**src/rtl/mux_rr_scheduler.sv**
```systemverilog
// Four-requester round-robin capture scheduler: grants one 8-bit word per cycle into a
// registered output slot, letting one requester hold the slot for up to BURST captures.
module mux_rr_scheduler #(
  parameter int unsigned BURST = 2
) (
  input  logic       clk,
  input  logic       rst,
  input  logic [3:0] req,
  input  logic [7:0] in0,
  input  logic [7:0] in1,
  input  logic [7:0] in2,
  input  logic [7:0] in3,
  output logic [3:0] gnt,
  output logic       out_valid,
  output logic [7:0] out_data,
  output logic [1:0] grant_id,
  input  logic       out_ready
);

  typedef enum logic {IDLE, OWN} state_t;

  state_t     r_state, w_state_nxt;
  logic [1:0] r_owner, w_owner_nxt;
  logic [1:0] r_ptr, w_ptr_nxt;
  logic [3:0] r_count, w_count_nxt;

  logic       w_load_en, w_any, w_keep, w_capture;
  logic [1:0] w_rr_win, w_sel;
  logic [7:0] w_sel_data;

  assign w_load_en = !out_valid || out_ready;
  assign w_any     = |req;
  assign w_keep    = (r_state == OWN) && req[r_owner] && (r_count < 4'(BURST));
  assign w_sel     = w_keep ? r_owner : w_rr_win;
  assign w_capture = w_load_en && w_any;
  assign gnt       = (w_capture && !rst) ? (4'b0001 << w_sel) : 4'b0000;

  // First active requester at or after the round-robin pointer, wrapping modulo 4.
  always_comb begin
    logic       found;
    logic [1:0] idx;
    // NOTE: every combinational output gets a default first so no path can infer a latch.
    w_rr_win = r_ptr;
    found    = 1'b0;
    for (int i = 0; i < 4; i++) begin
      idx = r_ptr + 2'(i);
      if (!found && req[idx]) begin
        w_rr_win = idx;
        found    = 1'b1;
      end
    end
  end

  always_comb begin
    case (w_sel)
      2'd0:    w_sel_data = in0;
      2'd1:    w_sel_data = in1;
      2'd2:    w_sel_data = in2;
      default: w_sel_data = in3;
    endcase
  end

  always_comb begin
    w_state_nxt = r_state;
    w_owner_nxt = r_owner;
    w_ptr_nxt   = r_ptr;
    w_count_nxt = r_count;
    if (w_load_en) begin
      if (!w_any) begin
        w_state_nxt = IDLE;
        w_count_nxt = 4'd0;
      end else if (w_keep) begin
        w_count_nxt = r_count + 4'd1;
      end else begin
        // A regrant of the same owner after its burst also lands here and restarts the count.
        w_owner_nxt = w_sel;
        w_count_nxt = 4'd1;
        w_ptr_nxt   = w_sel + 2'd1;
        w_state_nxt = OWN;
      end
    end
  end

  // NOTE: sequential state uses non-blocking assignments so all registers see pre-edge values.
  always_ff @(posedge clk or posedge rst) begin
    if (rst) begin
      r_state   <= IDLE;
      r_owner   <= 2'd0;
      r_ptr     <= 2'd0;
      r_count   <= 4'd0;
      out_valid <= 1'b0;
      out_data  <= 8'h00;
      grant_id  <= 2'd0;
    end else begin
      r_state <= w_state_nxt;
      r_owner <= w_owner_nxt;
      r_ptr   <= w_ptr_nxt;
      r_count <= w_count_nxt;
      if (w_capture) begin
        out_valid <= 1'b1;
        out_data  <= w_sel_data;
        grant_id  <= w_sel;
      end else if (w_load_en) begin
        out_valid <= 1'b0;
      end
    end
  end

endmodule
```
**config.mk**
```make
export PLATFORM = sky130hd
export DESIGN_NAME = mux_rr_scheduler
export DESIGN_NICKNAME = d
export VERILOG_FILES = /design/src/rtl/mux_rr_scheduler.sv
export SDC_FILE = /design/constraint.sdc
export NUM_CORES = 1
export LEC_CHECK = 0
export ABC_CLOCK_PERIOD_IN_PS = 2700
export CORE_AREA = 10 10 69 71
export CTS_BUF_LIST = sky130_fd_sc_hd__clkbuf_4 sky130_fd_sc_hd__clkbuf_8 sky130_fd_sc_hd__clkbuf_16
export DETAILED_ROUTE_END_ITERATION = 10
export DIE_AREA = 0 0 79 81
export HOLD_SLACK_MARGIN = 0.03
export MAX_ROUTING_LAYER = met4
export PLACE_DENSITY = 0.76
export SLEW_MARGIN = 40
export SYNTH_ARGS = -nofsm -noshare
export SYNTH_HDL_FRONTEND = slang
export SYNTH_SLANG_ARGS = --single-unit
```
**constraint.sdc**
```tcl
create_clock -name clk -period 2.7 [get_ports clk]
set_clock_uncertainty 0.2 [all_clocks]
set_input_delay 0.27 -clock clk [delete_from_list [all_inputs] [get_ports clk]]
set_output_delay 0.27 -clock clk [all_outputs]
set_load 0.02 [all_outputs]
```
==> key figures <==
Clocking
  – Clk slew on worst S/H paths: 0.13 ns
  – CTS Buffer Depth: 2
  – H-tree depth: 1
  – Clock sink total: 20
  – Worst-skew pair later-pin latency: 0.31 ns
  – Cts bufs inserted: 3
  – Clock root cell: clkbuf_4
  – CTS tree: built

Die
  – I/O pin total: 54
  – Die span in y: a little over 80 um
  – Initial Utilization: 0.362
  – Die width: 79 um
  – Area of the core: 3520 um^2
  – Die area: 6400 um^2
  – Site row count: 22

Setup path
  – Critical-path maximum fanout: 8
  – Slowest stage cell, crit path: or4b_4
  – CP required: about 2.7 ns
  – Max incr delay on CP: 0.56 ns
  – Critical path's top delay family: compound AO/OA/AOI/OAI gates
  – Critical path type: flip-flop to flip-flop
  – Arrival time of the worst setup path: 2.81 ns
  – Worst path bufs/invs: 2
  – Critical path's most frequent cell: buf_6
  – CP cell instances: or4b_4, a21oi_4, o211ai_1, o21a_4, buf_6, ha_4, buf_6, a222oi_1, nor2_1, a21oi_1, o21ai_1
  – Crit end category: flip-flop
  – Worst Setup Start Kind: flip-flop

Logic synthesis
  – Ys async rst share: 1.00
  – Synth Instances: 144
  – Unique masters post-synth: 38
  – Most frequent cells after synthesis: dfrtp_1 (20), a21oi_1 (17), nand2_1 (16)
  – Syn_area_per_cell: 8.85 um^2
  – Post-synth EDFFs: 0
  – Synth warn: 0
  – Area contributors post-synth: dfrtp_1 (39%), a21oi_1 (6.7%), a222oi_1 (6.3%)
  – Main combinational cell family by area after synthesis: compound AO/OA/AOI/OAI gates
  – Mapped Nets: 189
  – Synth area leader: dfrtp_1
  – Post-synthesis xor/xnor area fraction: 0
  – Mux share of post-synthesis cell area: 0.0285
  – Primary FF master, synth: dfrtp_1
  – Synthesized area: 1270 um^2
  – Post-synthesis simple-gate area fraction: 0.177
  – Adder-Cell Fraction of Synth Area: 0.0589
  – Post-synth top area share: 0.393
  – Post-synthesis compound-gate area fraction: 0.286
  – Sequential share of the synthesized area: 0.393
  – Most frequent cell after synthesis: dfrtp_1
  – Yosys reg bits: 20

STA
  – Hold Slack: 0.296 ns
  – Finish-stage setup viols: 12
  – Relative slew slack: 0.718
  – Final setup margin: -0.0980 ns
  – Final worst path period need: 2.80 ns
  – Fin. Hold Viols: 0
  – Max Fclk: 357 MHz
  – Worst-margin pin slew: 0.421 ns
  – Slew Limit Fails: 0
  – RSZ-0062 raised after global routing: yes
  – Period Utilization, post-route: 1.04

Pwr
  – Sw Ratio: 0.412
  – Maximum vdd drop: 0.866 mV
  – Power per cell area: 1100 nW/um^2
  – Seq pwr share: 0.214
  – Power Total: 2.38 mW
  – Static Leak: 0.949 nW
  – Clock power share: 0.107
  – Combinational share of power: 0.679
  – Pint: ~1.4 mW
  – Psw: 0.982 mW

Route
  – DR DRC count: 0
  – TritonRoute pass-1 iters: 6
  – DR WL/cell: ~16 um
  – Detailed-route via count: between 1000 and 1500
  – Routed Antenna Nets: 0
  – Overall routed net length: 4210 um
  – Vias per Instance: 5.16
  – DRT iter0 DRCs: roughly 110

Final layout
  – Final core occ: 0.614
  – Storage cell area: 500 um^2
  – Nets: about 270
  – Area of the multi-input gates: 754 um^2
  – Synth-to-layout area growth: 69.8%
  – Fillcell total: roughly 310
  – Layout cells sized above 1: 0.258
  – N_diodes: 0
  – Post-route design area: ~2200 um^2

Flow run
  – Max-cap violations: 0

Place
  – Buffers on Ports: 53
  – Gp weighted congestion: 0.814
  – Dpl cell area: ~2000 um^2
  – DP Worst Slack: -0.395 ns
  – Detail Placement HPWL: just over 3000 um

GRT
  – Vias in the first global route: 1287
  – Largest net degree at the start of global routing: 20
  – GR Overflow Total: 0
  – Antenna violations before repair: 0
  – Gr usage total: 0.121
  – First-pass GRT wire length: a little over 6000 um

Outcome
  – Failing checks: setup timing
  – Status: finished with violations

Worst hold path
  – Worst hold path class: flip-flop to flip-flop
-- worst paths after layout --
check	to	start	depth (start not counted)	slack, ns
min reg2reg	out_data[7]	out_data[7]	2	0.30
min in group asynchronous	out_data[5]	rst	3	0.57
min	out_data[7]	out_data[7]	2	0.30
max reg2reg	out_data[4]	r_count[1]	11	-0.1
max in group asynchronous	out_data[2]	rst	4	1.21
max	out_data[4]	r_count[1]	11	-0.1
-- worst reg2reg max path, stage by stage (launching register included) --
cell,delay [ns]
dfrtp_1,0.40
or4b_4,0.56
a21oi_4,0.18
o211ai_1,0.15
o21a_4,0.16
buf_6,0.11
ha_4,0.15
buf_6,0.13
a222oi_1,0.37
nor2_1,0.07
a21oi_1,0.14
o21ai_1,0.07
-- flip-flops by register name, summed over array words and instances, names as in the netlist --
register and count:
grant_id 2, r_ptr 2, r_state 1, out_valid 1
r_count 4, out_data 8, r_owner 2
-- per-layer routing --
metal	share of wire	track usage	wire [um]	vias up
li1	-	-	-	678
met1	0.42	0.146	1750	679
met2	0.56	0.209	2340	28
met3	0.022	0.0132	91	2
met4	0.0074	0.0323	31	0
met5	0	-	0	-
-- power by group through the flow --
stage               clock (mW)  sequential (mW)  combinational (mW)
floorplan                    0            0.572               0.765
global placement             0            0.505                1.34
detailed placement           0            0.509                1.37
CTS                      0.257            0.502                1.48
global route             0.274            0.525                1.75
finish                   0.255            0.510                1.62
-- area by class of cell --
class / instances / share of cell area
well taps: 48 / 0.0277
clock inverters: 1 / 0.0139
inverters: 6 / 0.0104
clock buffers: 3 / 0.0104
flip-flops and latches: 20 / 0.231
multi-input cells: 108 / 0.349
repair buffers: 83 / 0.358
-- kinds of logic after synthesis --
kind of cell             Yosys count
multiplexers                       3
AND/OR/NAND/NOR                   46
AO/OA/AOI/OAI                     53
flip-flops                        20
buffers and inverters             16
adder cells (fa/ha/maj)            6
-- timing repair --
action	CTS	global route
pin swaps	10	9
setup endpoints to repair	12	12
buffers inserted	3	4
resized for setup	36	8
endpoints found under the hold margin	3	0
hold buffers	1	0
-- per-stage QoR --
step / TNS (ns) / cells
after detailed placement: -4.06 / 258
after global placement: -3.62 / 258
after CTS: -0.145 / 265
after global routing: -2.01 / 269
after floorplan: 0 / 144
final: -0.726 / 269
-- cells in the final DEF (no fill, tap or decap), types with 2 or more instances in the layout --
cell,n
o22ai_1,2
and3_1,2
nand2_1,15
nor2_1,13
ha_4,2
a222oi_1,8
dfrtp_1,20
o21a_4,2
nand2b_1,2
buf_6,7
ha_2,2
and3_4,2
buf_4,26
inv_1,5
o21ai_1,5
ha_1,2
o211ai_1,2
clkdlybuf4s50_1,49
o221ai_1,2
a21oi_1,17
o21ai_0,7
clkbuf_4,3
nor2b_1,4
Power figures use the tool's default switching activity.
==> RTL edit (same settings) <==
Make the reset (`rst`) synchronous in one clocked block.
--- a/src/rtl/mux_rr_scheduler.sv
+++ b/src/rtl/mux_rr_scheduler.sv
@@ -84,3 +84,3 @@
   // NOTE: sequential state uses non-blocking assignments so all registers see pre-edge values.
-  always_ff @(posedge clk or posedge rst) begin
+  always_ff @(posedge clk) begin
     if (rst) begin
Formal check against the unedited RTL: differs if rst is asserted again (counterexample within 4 cycles, from zero or initial values and one cycle with rst high); with rst held inactive, the same outputs for 10 cycles.
==> RTL edit against the unedited design <==
Final cell count fell by 3.0%. Sequential cell count stayed put. Design area shrank 1.1%. Sequential share of layout area is 4.3 points lower. Worst setup slack better by 0.10 ns. Area after synthesis fell by 6.0%. Wire length down 6.8%. Highest routed layer unchanged.
Power is not compared: it rests on default switching activity, and its combinational part moved more than twofold at a synthesized area within 25%.
==> RTL edit: results (changes against the unedited design) <==
The post-placement setup slack is -0.578 ns (-0.183 ns). The peak fanout along the critical path was 3 (-5); the global-route usage over all layers was 0.124 (+0.00298). The met2 track utilization from global routing is 0.194 (-0.0147). Ranked by total cell area, the synthesized netlist is headed by sky130_fd_sc_hd__dfxtp_1, sky130_fd_sc_hd__mux2i_1, sky130_fd_sc_hd__a222oi_1, sky130_fd_sc_hd__ha_1, sky130_fd_sc_hd__o21ai_0.

For the data arrival time of the worst path, the log shows 2.23 ns (-0.58 ns). In this run the critical register-to-register path is captured at out_data[2]. For the multi-input logic area, the log shows 881 sq um (+17%).

The number of non-clock buffers is 81 (-2.4%), and the number of nets at the end of the flow is 259 (-3.0%). The clock network area share works out to 0.0169 (-0.00733). The clock-pin transition on the worst setup and hold timing paths is 0.11 ns (-0.02 ns).

The worst register-to-register path begins at r_owner[0]. The tools report the length of routed wiring on met1 as 1.85 mm (+5.5%). Arithmetic-cell share of the synthesized area counting full adders, half adders and majority gates: 0.0626 (+0.00375). The worst hold path begins at r_count[0].

The via count of the first global-routing pass was 1432 (+11%). The sequential cell area fraction in the yosys report is 0.334 (-0.0585), and the number of non-clock inverters in the layout is 3 (-3). The final-layout clock buffer total came out at 4 (+1).

The slew of the pin with the lowest slew margin came out at 0.365 ns (-0.0556 ns). The sequential fraction of total cell area came out at 0.188 (-0.0430). The logs give 105 (-2.8%) for the number of multi-input combinational cells in the layout and 0.287 ns (-0.00940 ns) for the worst hold slack.

The number of unique standard cell types used by synthesis was 37 (-2.6%); the pin count of the biggest net entering global routing was 18 (-10%). The synthesized-area fraction occupied by ao, oa, aoi and oai cells was 0.223 (-0.0622); the worst reg-to-reg path cell count was 10 (-1). The number of vias in the routed layout was 1323 (-4.6%); the met1 track demand over resource in global routing was 0.148 (+0.00269). The total iterations of the first detailed-routing run was 4 (-2); the placed wire-length estimate after detailed placement was 3.05 mm (-1.8%).

The post-synthesis mux area share was 0.112 (+0.0832); the filler cell count in the final layout was 321 (+3.2%). The run finished with clean final reports.
-- RTL edit: worst max-delay path, cell delays in order --
cell and delay (ns):
sky130_fd_sc_hd__clkdlybuf4s50_1 0.44, sky130_fd_sc_hd__mux4_2 0.51, sky130_fd_sc_hd__and3_4 0.17, sky130_fd_sc_hd__a41oi_2 0.20, sky130_fd_sc_hd__inv_2 0.10, sky130_fd_sc_hd__buf_6 0.13
sky130_fd_sc_hd__ha_4 0.14, sky130_fd_sc_hd__and3_4 0.14, sky130_fd_sc_hd__buf_6 0.12
-- RTL edit: through the flow --
| stage | area (sq um) | instances |
|---|---|---|
| after floorplan | 1210 | 136 |
| after global placement | 1940 | 252 |
| after detailed placement | 1940 | 252 |
| after CTS | 1980 | 257 |
| after global routing | 2140 | 261 |
| final | 2140 | 261 |
-- RTL edit: repair_timing --
| item | in CTS | in global routing |
|---|---|---|
| pin swaps | 1 | 9 |
| setup endpoints to repair | 12 | 12 |
| gates resized for setup | 25 | 32 |
| buffers inserted | 1 | 4 |
